<file path="src/rtl/qracc_sram_arbiter.sv">
`default_nettype none
// ============================================================================
// Module      : qracc_sram_arbiter
// Description : N-master round-robin arbiter in front of one banked QRAcc SRAM
//               port. Reads are tagged with the granted master in a tag FIFO
//               so in-order SRAM responses are routed back to their issuer.
// Revision    : 1.0 - initial release
// ============================================================================
module qracc_sram_arbiter #(
    parameter int NUM_MASTERS     = 3,
    parameter int NUM_ROWS        = 128,
    parameter int NUM_COLS        = 32,
    parameter int NUM_BANKS       = 8,
    parameter int MAX_OUTSTANDING = 4,
    localparam int ADDR_W = $clog2(NUM_ROWS) + $clog2(NUM_BANKS),
    localparam int CNT_W  = $clog2(MAX_OUTSTANDING + 1)
) (
    input  logic                            clk,
    input  logic                            rst,
    input  logic [NUM_MASTERS-1:0]          m_rq_valid_i,
    input  logic [NUM_MASTERS-1:0]          m_rq_wr_i,
    input  logic [NUM_MASTERS*ADDR_W-1:0]   m_addr_i,
    input  logic [NUM_MASTERS*NUM_COLS-1:0] m_wr_data_i,
    output logic [NUM_MASTERS-1:0]          m_rq_ready_o,
    output logic [NUM_MASTERS-1:0]          m_rd_valid_o,
    output logic [NUM_COLS-1:0]             m_rd_data_o,
    output logic                            sram_rq_valid_o,
    output logic                            sram_rq_wr_o,
    output logic [ADDR_W-1:0]               sram_addr_o,
    output logic [NUM_COLS-1:0]             sram_wr_data_o,
    input  logic                            sram_rq_ready_i,
    input  logic                            sram_rd_valid_i,
    input  logic [NUM_COLS-1:0]             sram_rd_data_i,
    output logic [CNT_W-1:0]                outstanding_o,
    output logic                            err_o
);

    localparam int TAG_W = (NUM_MASTERS > 1) ? $clog2(NUM_MASTERS) : 1;
    localparam int IDX_W = (MAX_OUTSTANDING > 1) ? $clog2(MAX_OUTSTANDING) : 1;

    logic [TAG_W-1:0]       r_rr_ptr;
    logic [TAG_W-1:0]       r_tags [MAX_OUTSTANDING];
    logic [IDX_W-1:0]       r_wr_idx;
    logic [IDX_W-1:0]       r_rd_idx;
    logic [CNT_W-1:0]       r_count;
    logic [NUM_MASTERS-1:0] r_rd_valid;
    logic [NUM_COLS-1:0]    r_rd_data;
    logic                   r_err;

    logic [NUM_MASTERS-1:0] w_eligible;
    logic [TAG_W-1:0]       w_grant;
    logic                   w_any;
    logic                   w_full;
    logic                   w_empty;
    logic                   w_xfer;
    logic                   w_push;
    logic                   w_pop;

    // A full FIFO blocks reads outright, even if a response pops it this cycle.
    assign w_full     = (r_count == CNT_W'(MAX_OUTSTANDING));
    assign w_empty    = (r_count == '0);
    assign w_eligible = m_rq_valid_i & (m_rq_wr_i | {NUM_MASTERS{~w_full}});

    // Round-robin scan starting at r_rr_ptr; first eligible master wins.
    always_comb begin
        int idx;
        w_grant = '0;
        w_any   = 1'b0;
        idx     = 0;
        for (int i = 0; i < NUM_MASTERS; i++) begin
            idx = (int'(r_rr_ptr) + i) % NUM_MASTERS;
            if (!w_any && w_eligible[idx]) begin
                w_any   = 1'b1;
                w_grant = TAG_W'(idx);
            end
        end
    end

    // Request mux toward the SRAM; zeros when nobody is eligible.
    always_comb begin
        sram_rq_valid_o = w_any;
        sram_rq_wr_o    = 1'b0;
        sram_addr_o     = '0;
        sram_wr_data_o  = '0;
        m_rq_ready_o    = '0;
        if (w_any) begin
            sram_rq_wr_o          = m_rq_wr_i[w_grant];
            sram_addr_o           = m_addr_i[w_grant*ADDR_W +: ADDR_W];
            sram_wr_data_o        = m_wr_data_i[w_grant*NUM_COLS +: NUM_COLS];
            m_rq_ready_o[w_grant] = sram_rq_ready_i;
        end
    end

    assign w_xfer = sram_rq_valid_o & sram_rq_ready_i;
    assign w_push = w_xfer & ~sram_rq_wr_o;
    assign w_pop  = sram_rd_valid_i & ~w_empty;

    // Pointer advances past the winner only on an accepted transfer.
    always_ff @(posedge clk or posedge rst) begin
        if (rst) begin
            r_rr_ptr <= '0;
        end else if (w_xfer) begin
            r_rr_ptr <= (int'(w_grant) == NUM_MASTERS - 1) ? '0 : w_grant + 1'b1;
        end
    end

    // Tag storage needs no reset; validity is tracked by the occupancy count.
    always_ff @(posedge clk) begin
        if (w_push) begin
            r_tags[r_wr_idx] <= w_grant;
        end
    end

    // FIFO indices and occupancy; simultaneous push and pop leaves count as is.
    always_ff @(posedge clk or posedge rst) begin
        if (rst) begin
            r_wr_idx <= '0;
            r_rd_idx <= '0;
            r_count  <= '0;
        end else begin
            if (w_push) begin
                r_wr_idx <= (r_wr_idx == IDX_W'(MAX_OUTSTANDING - 1)) ? '0 : r_wr_idx + 1'b1;
            end
            if (w_pop) begin
                r_rd_idx <= (r_rd_idx == IDX_W'(MAX_OUTSTANDING - 1)) ? '0 : r_rd_idx + 1'b1;
            end
            if (w_push && !w_pop) begin
                r_count <= r_count + 1'b1;
            end else if (w_pop && !w_push) begin
                r_count <= r_count - 1'b1;
            end
        end
    end

    // Registered response routing; data holds between responses, error is sticky.
    always_ff @(posedge clk or posedge rst) begin
        if (rst) begin
            r_rd_valid <= '0;
            r_rd_data  <= '0;
            r_err      <= 1'b0;
        end else begin
            r_rd_valid <= '0;
            if (w_pop) begin
                r_rd_valid <= NUM_MASTERS'(1) << r_tags[r_rd_idx];
                r_rd_data  <= sram_rd_data_i;
            end
            if (sram_rd_valid_i && w_empty) begin
                r_err <= 1'b1;
            end
        end
    end

    assign m_rd_valid_o  = r_rd_valid;
    assign m_rd_data_o   = r_rd_data;
    assign outstanding_o = r_count;
    assign err_o         = r_err;

endmodule
`default_nettype wire
</file>
<file path="config.mk">
export PLATFORM = sky130hd
export DESIGN_NAME = qracc_sram_arbiter
export DESIGN_NICKNAME = d
export VERILOG_FILES = /design/src/rtl/qracc_sram_arbiter.sv
export SDC_FILE = /design/constraint.sdc
export NUM_CORES = 1
export LEC_CHECK = 0
export BUFFER_PORTS_ARGS = -buffer_cell sky130_fd_sc_hd__buf_2
export CAP_MARGIN = 20
export CORE_AREA = 3 3 97 99
export CTS_BUF_LIST = sky130_fd_sc_hd__clkbuf_4 sky130_fd_sc_hd__clkbuf_8
export CTS_CLUSTER_SIZE = 28
export DETAILED_ROUTE_END_ITERATION = 6
export DIE_AREA = 0 0 100 102
export MAX_ROUTING_LAYER = met4
export PLACE_DENSITY_LB_ADDON = 0.3
export SYNTH_ARGS = -nofsm -noshare
export SYNTH_HDL_FRONTEND = slang
export SYNTH_SLANG_ARGS = --single-unit
</file>
<file path="constraint.sdc">
create_clock -name clk -period 8.3 [get_ports clk]
set_input_delay 0.415 -clock clk [delete_from_list [all_inputs] [get_ports clk]]
set_output_delay 0.415 -clock clk [all_outputs]
set_load 0.1 [all_outputs]
</file>
==> summary.txt, run 1 <==
Cells and area
  – Layout cells sized above 1: 56.3%
  – Most frequent cells in the layout: buf_2, nand2_1, dfrtp_1
  – # fillers: 833
  – Total Nets Final: 730
  – Most common cell after layout, fill and taps aside: buf_2
  – # diodes: 0
  – Fin area: 4590 um2
  – Syn-to-layout area delta: 46.1%
  – Final core utilization: 53.2%

Drt
  – Routed wire length: 10300 um
  – Drt drc: 0
  – Vias: 3366
  – Drt first pass iters: 5
  – Drt wl/cell: 15.6 um
  – Final antenna-violating net count: 0
  – Starting DRT DRC Count: 199
  – DR vias/cell: 5.08

Clock tree
  – CTS H-tree lvls: 2
  – TritonCTS clock tree: done
  – Clock Path Buffers: 2
  – # Post-CTS Setup Buffers: 0
  – PostCTS Resize Cnt: 0
  – Clock root buffer: clkbuf_8
  – CTS clk-pin slew, worst paths: 0.09 ns
  – # hold bufs at CTS: 0
  – TritonCTS Sinks: 53
  – Clk_lat worst skew: 0.30 ns
  – Inserted Clock Buffers: 5

Timing
  – Final Max Slew Viols: 0
  – Relative slew slack: 38.5%
  – Setup violators final: 0
  – RSZ-0062 raised after global routing: false
  – Worst Clk Skew: 0.0114 ns
  – Actual slew at the worst max-slew pin: 0.920 ns
  – Period utilization: 50.3%
  – Hold Vio Cnt, Final: 0
  – Fmax: 0.239 GHz
  – Tmin final: 4.18 ns
  – Hold WS: 0.239 ns
  – Setup_tns: 0 ns

Synth
  – Average size of a mapped cell: 10.1 um2
  – Synthesized netlist cell count: 312
  – Mapped cell area: 3140 um2
  – Synth warn: 0
  – Post-Syn Nets: 489
  – Register area share after synthesis: 43.5%
  – FF+latch count, synth: 53
  – Number of library cell types mapped by synthesis: 40

Place
  – GP Congestion: 0.844
  – Hpwl dp: 8310 um
  – Placed inst area: 4500 um2
  – Buffers on Ports: 253

Critical path
  – Critical path type: flip-flop to output port
  – Worst setup EP type: output port
  – Critical path peak fanout: 43
  – Worst EP arrival: 3.76 ns
  – Data required, critical path: 7.89 ns
  – Setup crit start kind: flip-flop

Flow run
  – Maxcap violations: 0

Die
  – Die Span X: 100 um
  – Starting Density: 36.4%
  – Total core area: 8640 um2
  – Ports: 254
  – Die area: 10200 um2
  – FP Rows: 34
  – DIE HEIGHT: 102 um

Global routing
  – First-pass GRT wire length: 14900 um
  – Initial antenna violation count: 0
  – Vias in the first global route: 3096
  – Largest net degree at the start of global routing: 52
  – GRT overflow: 0
  – Total GRT Usage: 18.9%

Status
  – Status: finished clean

Min path
  – HP Class: primary input to asynchronous set/reset pin
## flip-flops by register name, summed over array words and instances (netlist names)
signal,cells
m_rd_data_o,32
r_tags,8
m_rd_valid_o,3
outstanding_o,3
r_rd_idx,2
r_rr_ptr,2
r_wr_idx,2
err_o,1
## Yosys cell counts (all sizes together)
cell	count	area [um2]
a21o	2	15.0
nand2b	1	6.26
a2111oi	1	8.76
inv	11	41.3
clkbuf	11	41.3
o22a	2	17.5
nor3b	2	15.0
mux2i	2	20.0
mux2	37	417
nand3	1	5.00
o31ai	1	7.51
nor2	6	25.0
and3	1	6.26
fa	1	20.0
nor4b	3	32.5
a21oi	42	210
a22oi	42	315
nor4	1	12.5
nand2	45	169
nor3	5	25.0
dfrtp	45	1130
and2	5	31.3
a211oi	1	12.5
o21ai	5	25.0
buf	13	68.8
clkinv	1	8.76
o2111a	1	20.0
ha	8	100
xor2	2	17.5
edfxtp	8	240
mux4	2	45.0
or3b	1	8.76
maj3	1	11.3
a211o	1	8.76
xnor2	1	8.76
## worst paths after layout
| path | slack [ns] | from | end | cells past startpoint |
|---|---|---|---|---|
| max in group asynchronous | 7.68 | rst | r_rr_ptr[0] | 3 |
| min reg2reg | 0.46 | err_o | err_o | 1 |
| min in group clk | 0.34 | sram_rd_data_i[27] | m_rd_data_o[27] | 2 |
| max | 4.12 | r_rr_ptr[0] | sram_wr_data_o[0] | 9 |
| max reg2reg | 4.72 | r_rr_ptr[0] | outstanding_o[2] | 13 |
| min | 0.24 | rst | m_rd_data_o[15] | 3 |
## stage by stage
step	setup WS (ns)	std cells
after floorplan	3.30	312
after global placement	4.43	654
after detailed placement	4.37	654
after CTS	4.05	662
after global routing	3.88	662
final	4.12	662
## cell type report
cell class | count | area, um2 | share of cell area [%]
Clock buffer | 7 | 90.1 | 1.96
Multi-Input combinational cell | 223 | 1640 | 35.7
Sequential cell | 53 | 1370 | 29.8
Inverter | 12 | 50.0 | 1.09
Clock inverter | 1 | 6.26 | 0.136
Timing Repair Buffer | 258 | 1300 | 28.4
Tap cell | 108 | 135 | 2.94
## metal layers
layer  GRT usage [%]  up-vias  routed length, um
li1                -     1612                  -
met1            22.3     1560               3830
met2            33.8      174               5480
met3            2.46       20                738
met4            5.91        0                252
met5               -        -                  0
## worst max-delay path, stage by stage (launching register included)
cell	delay, ns
dfrtp_1	0.37
inv_1	0.05
ha_1	0.35
a2111oi_0	0.74
nor4_4	0.08
buf_4	0.25
nor2_4	0.72
nand2_1	0.11
a21oi_1	0.30
buf_2	0.49
## cell families (layout without fill, tap and decap cells)
kind of cell	after synthesis	after routing	synth area share [%]
xor+xnor	3	3	0.836
fa+ha+maj	10	10	4.18
compound gates	98	98	20.4
simple gates	71	71	10.7
flops	53	53	43.5
mux	41	41	15.3
buf+inv	36	278	5.10
Power of run 1 is not shown: default switching activity piles up to over one toggle a cycle in this logic, so the estimate is an artifact.
==> run 2: changes to the inputs <==
--- a/config.mk
+++ b/config.mk
@@ -7,11 +7,11 @@
 export LEC_CHECK = 0
 export BUFFER_PORTS_ARGS = -buffer_cell sky130_fd_sc_hd__buf_2
 export CAP_MARGIN = 20
-export CORE_AREA = 3 3 97 99
+export CORE_MARGIN = 3
+export CORE_UTILIZATION = 37
 export CTS_BUF_LIST = sky130_fd_sc_hd__clkbuf_4 sky130_fd_sc_hd__clkbuf_8
 export CTS_CLUSTER_SIZE = 28
 export DETAILED_ROUTE_END_ITERATION = 6
-export DIE_AREA = 0 0 100 102
 export MAX_ROUTING_LAYER = met4
 export PLACE_DENSITY_LB_ADDON = 0.3
 export SYNTH_ARGS = -nofsm -noshare
==> constraint.sdc (replaced) <==
create_clock -name clk -period 3.54 [get_ports clk]
set_input_delay 0.177 -clock clk [delete_from_list [all_inputs] [get_ports clk]]
set_output_delay 0.177 -clock clk [all_outputs]
set_load 0.1 [all_outputs]
==> summary.txt, run 2 (synthesized netlist as in run 1, its figures left out) <==
Drt
  – Vias: 3358 (-0.24%)
  – Routed wire length: 11100 um (+8.2%)
  – Drt first pass iters: 5 (unchanged)
  – Drt wl/cell: 16.9 um (+8.4%)
  – DR vias/cell: 5.08 (about the same)
  – Drt drc: 0 (unchanged)
  – Starting DRT DRC Count: 127 (-36%)
  – Final antenna-violating net count: 0 (unchanged)

Cells and area
  – Most frequent cells in the layout: buf_2, nand2_1, a22oi_1, dfrtp_1, buf_12
  – Syn-to-layout area delta: 69.8%
  – Max reg flops: 32 (unchanged)
  – Most common cell after layout, fill and taps aside: buf_2
  – Total Nets Final: 734 (+0.55%)
  – Layout cells sized above 1: 60.8% (+4.4 points)

Clock tree
  – TritonCTS Sinks: 53 (unchanged)
  – Clock root buffer: clkbuf_8
  – Inserted Clock Buffers: 5 (unchanged)
  – # Post-CTS Setup Buffers: 0 (unchanged)
  – CTS H-tree lvls: 2 (unchanged)
  – Clock Path Buffers: 2 (unchanged)
  – Clk_lat worst skew: 0.30 ns (about the same)
  – TritonCTS clock tree: done
  – CTS clk-pin slew, worst paths: 0.10 ns (about the same)

Die
  – DIE HEIGHT: 98.2 um (-3.8%)
  – Starting Density: 39.4% (+3.1 points)
  – Ports: 254 (unchanged)
  – FP Rows: 32 (-5.9%)
  – Total core area: 7970 um2 (-7.7%)
  – Die area: 9640 um2 (-5.5%)
  – Die Span X: 98.2 um (-1.8%)

Place
  – GP Congestion: 0.992 (+17%)
  – Hpwl dp: 9370 um (+13%)
  – Buffers on Ports: 253 (unchanged)

Timing
  – Tmin final: 3.22 ns
  – Hold Vio Cnt, Final: 17 (+17)
  – Relative slew slack: 63.4% (+25 points)
  – Setup_tns: 0 ns (unchanged)
  – Final Max Slew Viols: 0 (unchanged)
  – Worst Clk Skew: 0.0109 ns (-0.000434 ns)
  – Fmax: 0.311 GHz
  – Period utilization: 90.8%
  – Actual slew at the worst max-slew pin: 0.549 ns (-0.371 ns)
  – Setup violators final: 0 (unchanged)
  – RSZ-0062 raised after global routing: false
  – Hold WS: -0.00927 ns (-0.249 ns)

Critical path
  – Slowest-stage cell, CP: a2111oi_2
  – Reg2reg setup slack: 0.38 ns (-4.34 ns)
  – Data required, critical path: 3.36 ns (-4.53 ns)
  – Crit path top cell by count: buf_4
  – Critical path type: flip-flop to output port
  – CP cell instances: inv_1 > ha_1 > a2111oi_2 > buf_4 > nor4_4 > buf_4 > nor2_4 > buf_4 > nand2_1 > a21oi_1 > buf_12
  – Reg-to-Reg End: outstanding_o[2]
  – Max incr delay on CP: 0.42 ns (-0.32 ns)
  – Setup crit start kind: flip-flop
  – Worst R2R Path Depth: 12 (-1)
  – Worst setup EP type: output port
  – Critical path peak fanout: 49 (+14%)
  – Worst reg2reg path startpoint: outstanding_o[0]
  – Worst EP arrival: 3.04 ns (-0.72 ns)

Min path
  – HP Class: primary input to asynchronous set/reset pin

Status
  – Status: finished, violations left
  – Failing checks: hold timing

Global routing
  – GRT overflow: 0 (unchanged)
  – Initial antenna violation count: 1 (+1)
  – Total GRT Usage: 22.9% (+3.9 points)
  – First-pass GRT wire length: 17300 um (+17%)
  – Largest net degree at the start of global routing: 50 (-3.8%)
  – Vias in the first global route: 3513 (+13%)

Flow run
  – Maxcap violations: 0 (unchanged)
==> run 2: changes by cell type in the layout (fill, tap and decap cells not counted), sizes merged <==
cell and change:
clkinv +1, clkinvlp +1, buf +4, diode +1
clkbuf -2
==> run 2: per-stage QoR <==
step           instance area (um2)  util (%)  hold WS, ns  setup slack [ns]  cells
5_1_grt                       5340      67.0       0.0296            0.0694    661
3_5_place_dp                  5240      65.8        0.337             0.333    652
2_1_floorplan                 3230         -        0.294            -0.235    312
3_3_place_gp                  5240      65.8        0.330             0.542    652
6_report                      5340      67.0     -0.00927             0.325    661
4_1_cts                       5330      66.9      0.00145             0.150    660
==> run 2: timing repair <==
item	CTS	global route
setup endpoints to repair	0	43
hold buffers	0	0
resized for setup	0	2
==> run 2: area by class of cell <==
| type | count | area, um2 |
|---|---|---|
| well taps | 102 | 128 |
| multi-input cells | 223 | 1730 |
| diodes | 1 | 2.50 |
| fillers | 652 | 2630 |
| inverters | 12 | 50.0 |
| clock inverters | 3 | 21.3 |
| clock buffers | 5 | 68.8 |
| flip-flops and latches | 53 | 1370 |
| repair buffers | 262 | 1960 |
==> run 2: routing by layer <==
metal / vias to the layer above / track usage [%] / routed length, um
li1: 1624 / - / -
met1: 1553 / 25.0 / 3960
met2: 163 / 42.4 / 6110
met3: 18 / 4.14 / 831
met4: 0 / 6.20 / 241
met5: - / - / 0
==> run 2: how the worst max path moves through the flow <==
stage,from,to,cells after the start
after floorplan,outstanding_o[2],sram_addr_o[4],7
after global routing,r_rr_ptr[0],sram_wr_data_o[18],11
after detailed placement,r_rr_ptr[0],outstanding_o[2],13
after CTS,r_rr_ptr[0],sram_wr_data_o[7],11
after global placement,r_rr_ptr[0],outstanding_o[2],13
final,r_rr_ptr[0],sram_wr_data_o[7],11
==> run 2: worst max-delay path: cells and delay by family, from the launching register on <==
kind / cells / cell delay [ns]
AO/OA/AOI/OAI: 2 / 0.68
adder cells (fa/ha/maj): 1 / 0.36
buffers and inverters: 5 / 1.01
flip-flops: 1 / 0.37
AND/OR/NAND/NOR: 3 / 0.29
Power of run 2 is left out for the same reason.
